### config.mk
export PLATFORM = sky130hd
export DESIGN_NAME = lcd_bus_decoder
export DESIGN_NICKNAME = d
export VERILOG_FILES = /design/src/rtl/lcd_bus_decoder.sv
export SDC_FILE = /design/constraint.sdc
export NUM_CORES = 1
export LEC_CHECK = 0
export CAP_MARGIN = 20
export CORE_UTILIZATION = 60
export CTS_CLUSTER_SIZE = 12
export DETAILED_ROUTE_END_ITERATION = 8
export PLACE_DENSITY = 0.86
export SLEW_MARGIN = 40
export SYNTH_ARGS = -nofsm -noshare
export SYNTH_HDL_FRONTEND = slang
export SYNTH_SLANG_ARGS = --single-unit
export TNS_END_PERCENT = 10
### constraint.sdc
create_clock -name iCLK -period 4.93 [get_ports iCLK]
set_input_delay 1.479 -clock iCLK [delete_from_list [all_inputs] [get_ports iCLK]]
set_output_delay 1.479 -clock iCLK [all_outputs]
set_load 0.02 [all_outputs]
### src/rtl/lcd_bus_decoder.sv
// lcd_bus_decoder: passive receiver for an HD44780-style character LCD bus.
// Synchronizes the pin interface, turns each qualified EN write cycle into a
// command or data byte, and maintains a 2x16 register mirror of the display.
module lcd_bus_decoder #(
    parameter int EN_MIN_HIGH = 4
) (
    input  logic       iCLK,
    input  logic       iRST_N,
    input  logic [7:0] iLCD_DATA,
    input  logic       iLCD_RS,
    input  logic       iLCD_RW,
    input  logic       iLCD_EN,
    input  logic [4:0] iRD_ADDR,
    output logic [7:0] oRD_CHAR,
    output logic [6:0] oDDADDR,
    output logic       oDISP_ON,
    output logic       oTWO_LINE,
    output logic       oWR_STB,
    output logic       oCMD_STB,
    output logic [7:0] oCMD,
    output logic       oERR
);

    localparam logic [7:0] EN_MIN = 8'(EN_MIN_HIGH);

    typedef enum logic [1:0] {ST_IDLE, ST_EXEC, ST_CLEAR} state_e;

    // Pin synchronizer stages, packed as {en, rw, rs, data}
    logic [10:0] pins_meta_q;
    logic [10:0] pins_sync_q;
    logic [7:0]  en_cnt_q;
    logic [9:0]  cap_q;          // {rw, rs, data} from the last EN-high cycle

    state_e      state_q;
    logic        exec_rs_q;
    logic [7:0]  exec_byte_q;
    logic        pend_valid_q;
    logic        pend_rs_q;
    logic [7:0]  pend_byte_q;
    logic [4:0]  clr_idx_q;
    logic [6:0]  ddaddr_q;
    logic        id_q;
    logic        disp_on_q;
    logic        two_line_q;
    logic        cgram_q;
    logic [7:0]  cmd_q;
    logic        wr_stb_q;
    logic        cmd_stb_q;
    logic        err_q;
    logic [7:0]  mirror_q [32];

    logic en_sync;
    logic strobe;
    logic cmd_strobe;
    logic rw_strobe;

    // DDRAM addresses that exist on a two-line display
    function automatic logic addr_legal(input logic [6:0] a);
        return (a <= 7'h27) || ((a >= 7'h40) && (a <= 7'h67));
    endfunction

    // Address counter step with line wrap; an illegal address restarts at 0
    function automatic logic [6:0] addr_step(input logic [6:0] a, input logic inc);
        logic [6:0] r;
        if (!addr_legal(a))   r = 7'h00;
        else if (inc)         r = (a == 7'h27) ? 7'h40 : (a == 7'h67) ? 7'h00 : a + 7'd1;
        else                  r = (a == 7'h00) ? 7'h67 : (a == 7'h40) ? 7'h27 : a - 7'd1;
        return r;
    endfunction

    assign en_sync    = pins_sync_q[10];
    assign strobe     = !en_sync && (en_cnt_q >= EN_MIN);
    assign cmd_strobe = strobe && !cap_q[9];
    assign rw_strobe  = strobe && cap_q[9];

    // Two-flop pin synchronizer, EN-high run counter and write-cycle capture
    always_ff @(posedge iCLK or negedge iRST_N) begin
        if (!iRST_N) begin
            pins_meta_q <= '0;
            pins_sync_q <= '0;
            en_cnt_q    <= '0;
            cap_q       <= '0;
        end else begin
            // NOTE: non-blocking assignments let both flops sample in the same edge, forming a real 2-stage chain.
            pins_meta_q <= {iLCD_EN, iLCD_RW, iLCD_RS, iLCD_DATA};
            pins_sync_q <= pins_meta_q;
            if (en_sync) begin
                en_cnt_q <= (en_cnt_q == 8'hFF) ? en_cnt_q : en_cnt_q + 8'd1;
                cap_q    <= pins_sync_q[9:0];
            end else begin
                en_cnt_q <= '0;
            end
        end
    end

    // Bus FSM: accept strobes, execute commands/data, run the 32-cycle clear
    always_ff @(posedge iCLK or negedge iRST_N) begin
        if (!iRST_N) begin
            state_q      <= ST_IDLE;
            exec_rs_q    <= 1'b0;
            exec_byte_q  <= '0;
            pend_valid_q <= 1'b0;
            pend_rs_q    <= 1'b0;
            pend_byte_q  <= '0;
            clr_idx_q    <= '0;
            ddaddr_q     <= '0;
            id_q         <= 1'b1;
            disp_on_q    <= 1'b0;
            two_line_q   <= 1'b1;
            cgram_q      <= 1'b0;
            cmd_q        <= '0;
            wr_stb_q     <= 1'b0;
            cmd_stb_q    <= 1'b0;
            err_q        <= 1'b0;
            // NOTE: the mirror is a small flop array, so it is reset here; a RAM-mapped array could not be.
            for (int i = 0; i < 32; i++) mirror_q[i] <= 8'h20;
        end else begin
            wr_stb_q  <= 1'b0;
            cmd_stb_q <= 1'b0;
            err_q     <= rw_strobe;

            // Busy: park one strobe, drop anything beyond that
            if ((state_q != ST_IDLE) && cmd_strobe) begin
                if (pend_valid_q) begin
                    err_q <= 1'b1;
                end else begin
                    pend_valid_q <= 1'b1;
                    pend_rs_q    <= cap_q[8];
                    pend_byte_q  <= cap_q[7:0];
                end
            end

            case (state_q)
                ST_IDLE: begin
                    if (pend_valid_q) begin
                        exec_rs_q   <= pend_rs_q;
                        exec_byte_q <= pend_byte_q;
                        state_q     <= ST_EXEC;
                        if (cmd_strobe) begin
                            pend_rs_q   <= cap_q[8];
                            pend_byte_q <= cap_q[7:0];
                        end else begin
                            pend_valid_q <= 1'b0;
                        end
                    end else if (cmd_strobe) begin
                        exec_rs_q   <= cap_q[8];
                        exec_byte_q <= cap_q[7:0];
                        state_q     <= ST_EXEC;
                    end
                end
                ST_EXEC: begin
                    state_q <= ST_IDLE;
                    if (exec_rs_q) begin
                        wr_stb_q <= 1'b1;
                        if (!cgram_q) begin
                            if (ddaddr_q[5:4] == 2'b00)
                                mirror_q[{ddaddr_q[6], ddaddr_q[3:0]}] <= exec_byte_q;
                            ddaddr_q <= addr_step(ddaddr_q, id_q);
                        end
                    end else begin
                        cmd_stb_q <= 1'b1;
                        cmd_q     <= exec_byte_q;
                        casez (exec_byte_q)
                            8'b1???????: begin
                                ddaddr_q <= exec_byte_q[6:0];
                                cgram_q  <= 1'b0;
                                if (!addr_legal(exec_byte_q[6:0])) err_q <= 1'b1;
                            end
                            8'b01??????: begin
                                cgram_q <= 1'b1;
                                err_q   <= 1'b1;
                            end
                            8'b001?????: two_line_q <= exec_byte_q[3];
                            8'b0001????: begin
                                if (exec_byte_q[3]) err_q <= 1'b1;
                                else                ddaddr_q <= addr_step(ddaddr_q, exec_byte_q[2]);
                            end
                            8'b00001???: disp_on_q <= exec_byte_q[2];
                            8'b000001??: begin
                                id_q <= exec_byte_q[1];
                                if (exec_byte_q[0]) err_q <= 1'b1;
                            end
                            8'b0000001?: ddaddr_q <= 7'h00;
                            8'b00000001: begin
                                clr_idx_q <= '0;
                                state_q   <= ST_CLEAR;
                            end
                            default:     err_q <= 1'b1;
                        endcase
                    end
                end
                ST_CLEAR: begin
                    mirror_q[clr_idx_q] <= 8'h20;
                    clr_idx_q           <= clr_idx_q + 5'd1;
                    if (clr_idx_q == 5'd31) begin
                        ddaddr_q <= 7'h00;
                        id_q     <= 1'b1;
                        state_q  <= ST_IDLE;
                    end
                end
                default: state_q <= ST_IDLE;
            endcase
        end
    end

    assign oRD_CHAR  = mirror_q[iRD_ADDR];
    assign oDDADDR   = ddaddr_q;
    assign oDISP_ON  = disp_on_q;
    assign oTWO_LINE = two_line_q;
    assign oWR_STB   = wr_stb_q;
    assign oCMD_STB  = cmd_stb_q;
    assign oCMD      = cmd_q;
    assign oERR      = err_q;

endmodule

==> results.json <==
{
  "track_usage": 0.339,
  "drt_wl_total_um": 44800,
  "synthArstFlopShare": 1.00,
  "dpl_cell_area_sq_mm": 0.0168,
  "start_util": 0.613,
  "worstSetupPathDepth": 6,
  "critical_path_arrival_ps": 3420,
  "hold_class": "flip-flop to flip-flop",
  "synth_edf_count": 0,
  "r2r_cells": 6,
  "crit_buf_inv": 3,
  "peakVddDrop_v": 0.000412,
  "synthToLayoutAreaGrowth_pct": 12.8,
  "run_status": "completed",
  "cts_root_buffer": "clkbuf_16",
  "portBuffers": 45,
  "syn_area_sq_mm": 0.0160,
  "routabilityCongestion": 1.04,
  "dr.pass1.iters": 7,
  "required_ps": 3450,
  "cap_violations": 0,
  "r2r_slack_ps": 1590,
  "antenna_found_initial": 0,
  "p_sw_frac": 0.337,
  "hold_end": "pins_sync_q[10]$_DFF_PN0_",
  "syn-num-nets": 1295,
  "r2r_end": "mirror_q[195]$_DFFE_PN0P_",
  "htree_levels": 2,
  "critical_path_class": "input pin to output pin",
  "setup_viol": 0,
  "met2WireLength_um": 20000,
  "combinationalPowerShare": 0.246,
  "drc": 0,
  "stdcell_area_sq_mm": 0.0180,
  "yosys.cell_types.count": 62,
  "relSlewSlack": 0.438,
  "power_switching_mw": 2.96,
  "num_rows": 59,
  "critical-path-slowest-cell": "mux4_2",
  "synth_ff_type": "dfrtp_1",
  "path_clk_slew_ps": 60,
  "p_leak_nw": 7.89,
  "placed_cells_incl_taps": 1576,
  "die_w_um": 165,
  "clkSinkCount": 344,
  "wl_met1_um": 17000,
  "die_h_um": 165,
  "ant_nets": 0,
  "synth_warnings": 0,
  "max_freq_mhz": 204,
  "slowest_delay_ps": 520,
  "cts_tree": "built",
  "clkPwrFrac": 0.312,
  "grt.overflow.total": 0,
  "drive_above_1_share": 0.191,
  "grt_pass1_vias": 11800,
  "core-area_sq_mm": 0.0261,
  "die_area_sq_mm": 0.0273,
  "layout.cells.non_filler": 1644,
  "min_from": "pins_meta_q[10]$_DFF_PN0_",
  "reg2reg_from": "exec_rs_q$_DFFE_PN0P_",
  "top_layer": "met5",
  "postCtsSetupBuffers": 0,
  "tns_ps": 0,
  "slew_violations": 0,
  "internal_power_mw": 5.82,
  "worstMarginPinSlew_ps": 840,
  "yosysSeqAreaShare": 0.541,
  "fin_crit_ps": 4900,
  "end_kind": "output pin",
  "ys_seq_elements": 344,
  "num_vias": 11900,
  "hold_viol": 0,
  "crit_top_cell": "mux4_2",
  "cts.path.max_buffers": 3,
  "path_cells": "buf_8, buf_4, mux4_2, mux4_2, mux2_2, clkdlybuf4s15_2",
  "grt_max_degree": 109,
  "seq_power_share": 0.442,
  "period_share": 0.995,
  "synth.avg_cell_area_sq_um": 12.7,
  "rsz0062_at_grt": "false",
  "start_kind": "input pin",
  "worst-path-max-fanout": 7,
  "nets": 1313,
  "clock_skew_ps": 27.9,
  "diodes": 0,
  "p_per_area_mw_per_mm2": 487,
  "crit_family": "multiplexers",
  "wl_met3_um": 5850,
  "drtIter0Drc": 1918,
  "vias_per_cell": 7.25,
  "netlist_instances": 1263,
  "clock_latency_ps": 540,
  "cts_buffers": 36,
  "grt_pass1_wl_um": 69200,
  "dp_hpwl_um": 29900,
  "num_io_pins": 46,
  "wire_per_inst_um": 27.2,
  "hold_depth": 0
}
[placed cells by master (no fill, tap or decap), types with 11 or more instances in the layout]
cell type	instances
mux4_2	80
nor2b_1	11
clkbuf_1	19
nand2b_1	13
dfrtp_1	306
nor2_1	46
ha_1	13
clkdlybuf4s50_1	34
clkbuf_16	38
nand3_1	18
a22o_1	226
o22ai_1	24
nand2_1	109
mux2_2	31
a22oi_1	13
inv_1	26
dfstp_2	34
mux2i_1	15
a21oi_1	52
o21ai_0	34
buf_4	12
[state kept, by name, summed over array words and instances, names as in the netlist, 2 cells and up]
register     count
pend_byte_q      8
oCMD             8
en_cnt_q         8
oDDADDR          7
exec_byte_q      8
mirror_q       256
pins_meta_q     11
state_q          2
pins_sync_q     11
clr_idx_q        5
cap_q           10
[how the worst max path moves through the flow]
stage	from	end	slack, ps
detailed placement	iRD_ADDR[0]	oRD_CHAR[4]	-330
global placement	iRD_ADDR[0]	oRD_CHAR[4]	-280
floorplan	iRD_ADDR[0]	oRD_CHAR[0]	160
CTS	iRD_ADDR[0]	oRD_CHAR[4]	-8
finish	iRD_ADDR[0]	oRD_CHAR[0]	30
global route	iRD_ADDR[0]	oRD_CHAR[6]	4
[cells by family (layout without fill, tap and decap cells)]
group	count (synthesis)	count (layout)	synth area share
AOI/OAI and AO/OA	399	399	0.193
buffers and inverters	118	164	0.0288
xor gates and xnor gates	10	10	0.00548
adders and majority gates	15	15	0.0116
DFF	344	344	0.541
and+or+nand+nor	251	251	0.0755
muxes	126	126	0.144
[power groups by stage]
stage	clock network (mW)	registers, mW	logic [mW]
CTS	2.75	3.84	2.11
global route	2.85	3.91	2.30
finish	2.74	3.88	2.16
floorplan	0	3.58	1.57
global placement	0	3.88	2.03
detailed placement	0	3.88	2.10
[through the flow]
stage	power (mW)	utilization	hold slack [ps]	worst slack (ps)
finish	8.78	0.692	342	26.8
global route	9.06	0.692	362	3.93
floorplan	5.16	-	331	163
global placement	5.91	0.644	333	-283
CTS	8.71	0.691	349	-8.00
detailed placement	5.98	0.644	336	-329
[layer usage]
| layer | vias up | GRT usage |
|---|---|---|
| li1 | 4888 | - |
| met1 | 5991 | 0.466 |
| met2 | 876 | 0.501 |
| met3 | 156 | 0.108 |
| met4 | 2 | 0.133 |
| met5 | - | 0.0227 |
[cell usage after synthesis (all sizes together), types with 5 or more instances]
library cell,count,share of area
o31ai,5,0.0023
nand2,109,0.026
nor2b,11,0.0043
nand4,6,0.0023
and2,5,0.0020
inv,26,0.0061
nor3,12,0.0052
o22ai,24,0.0094
mux2,31,0.022
ha,14,0.011
clkbuf,69,0.016
mux4,80,0.11
buf,21,0.0060
nand2b,13,0.0051
o21ai,36,0.011
a21oi,53,0.017
o32ai,5,0.0027
dfstp,34,0.056
nor2,48,0.012
mux2i,15,0.0094
a22o,226,0.12
a22oi,13,0.0061
o211ai,5,0.0023
xnor2,7,0.0038
or3,6,0.0023
nand3,18,0.0056
dfrtp,310,0.49
[worst register-to-register path, cell delays in order (launching register included)]
cell	delay [ps]
dfrtp_1	740
or4b_4	580
a21oi_4	150
buf_4	440
a21boi_0	520
nand2_1	440
a22o_1	360
[area by class of cell]
class                      count  area, sq um
sequential                   344         8660
fill                        1727         8030
multi-input combinational    801         6890
clock buffer                  60         1060
timing repair buffer          70          783
tap                          335          419
clock inverter                 6          116
inverter                      28          105
[timing repair]
item / in CTS / in global routing
hold buffers: 0 / 0
setup endpoints to repair: 8 / 7
resized for setup: 26 / 4
cloned: 1 / 0
No activity file was read; power rests on OpenSTA's default activity.
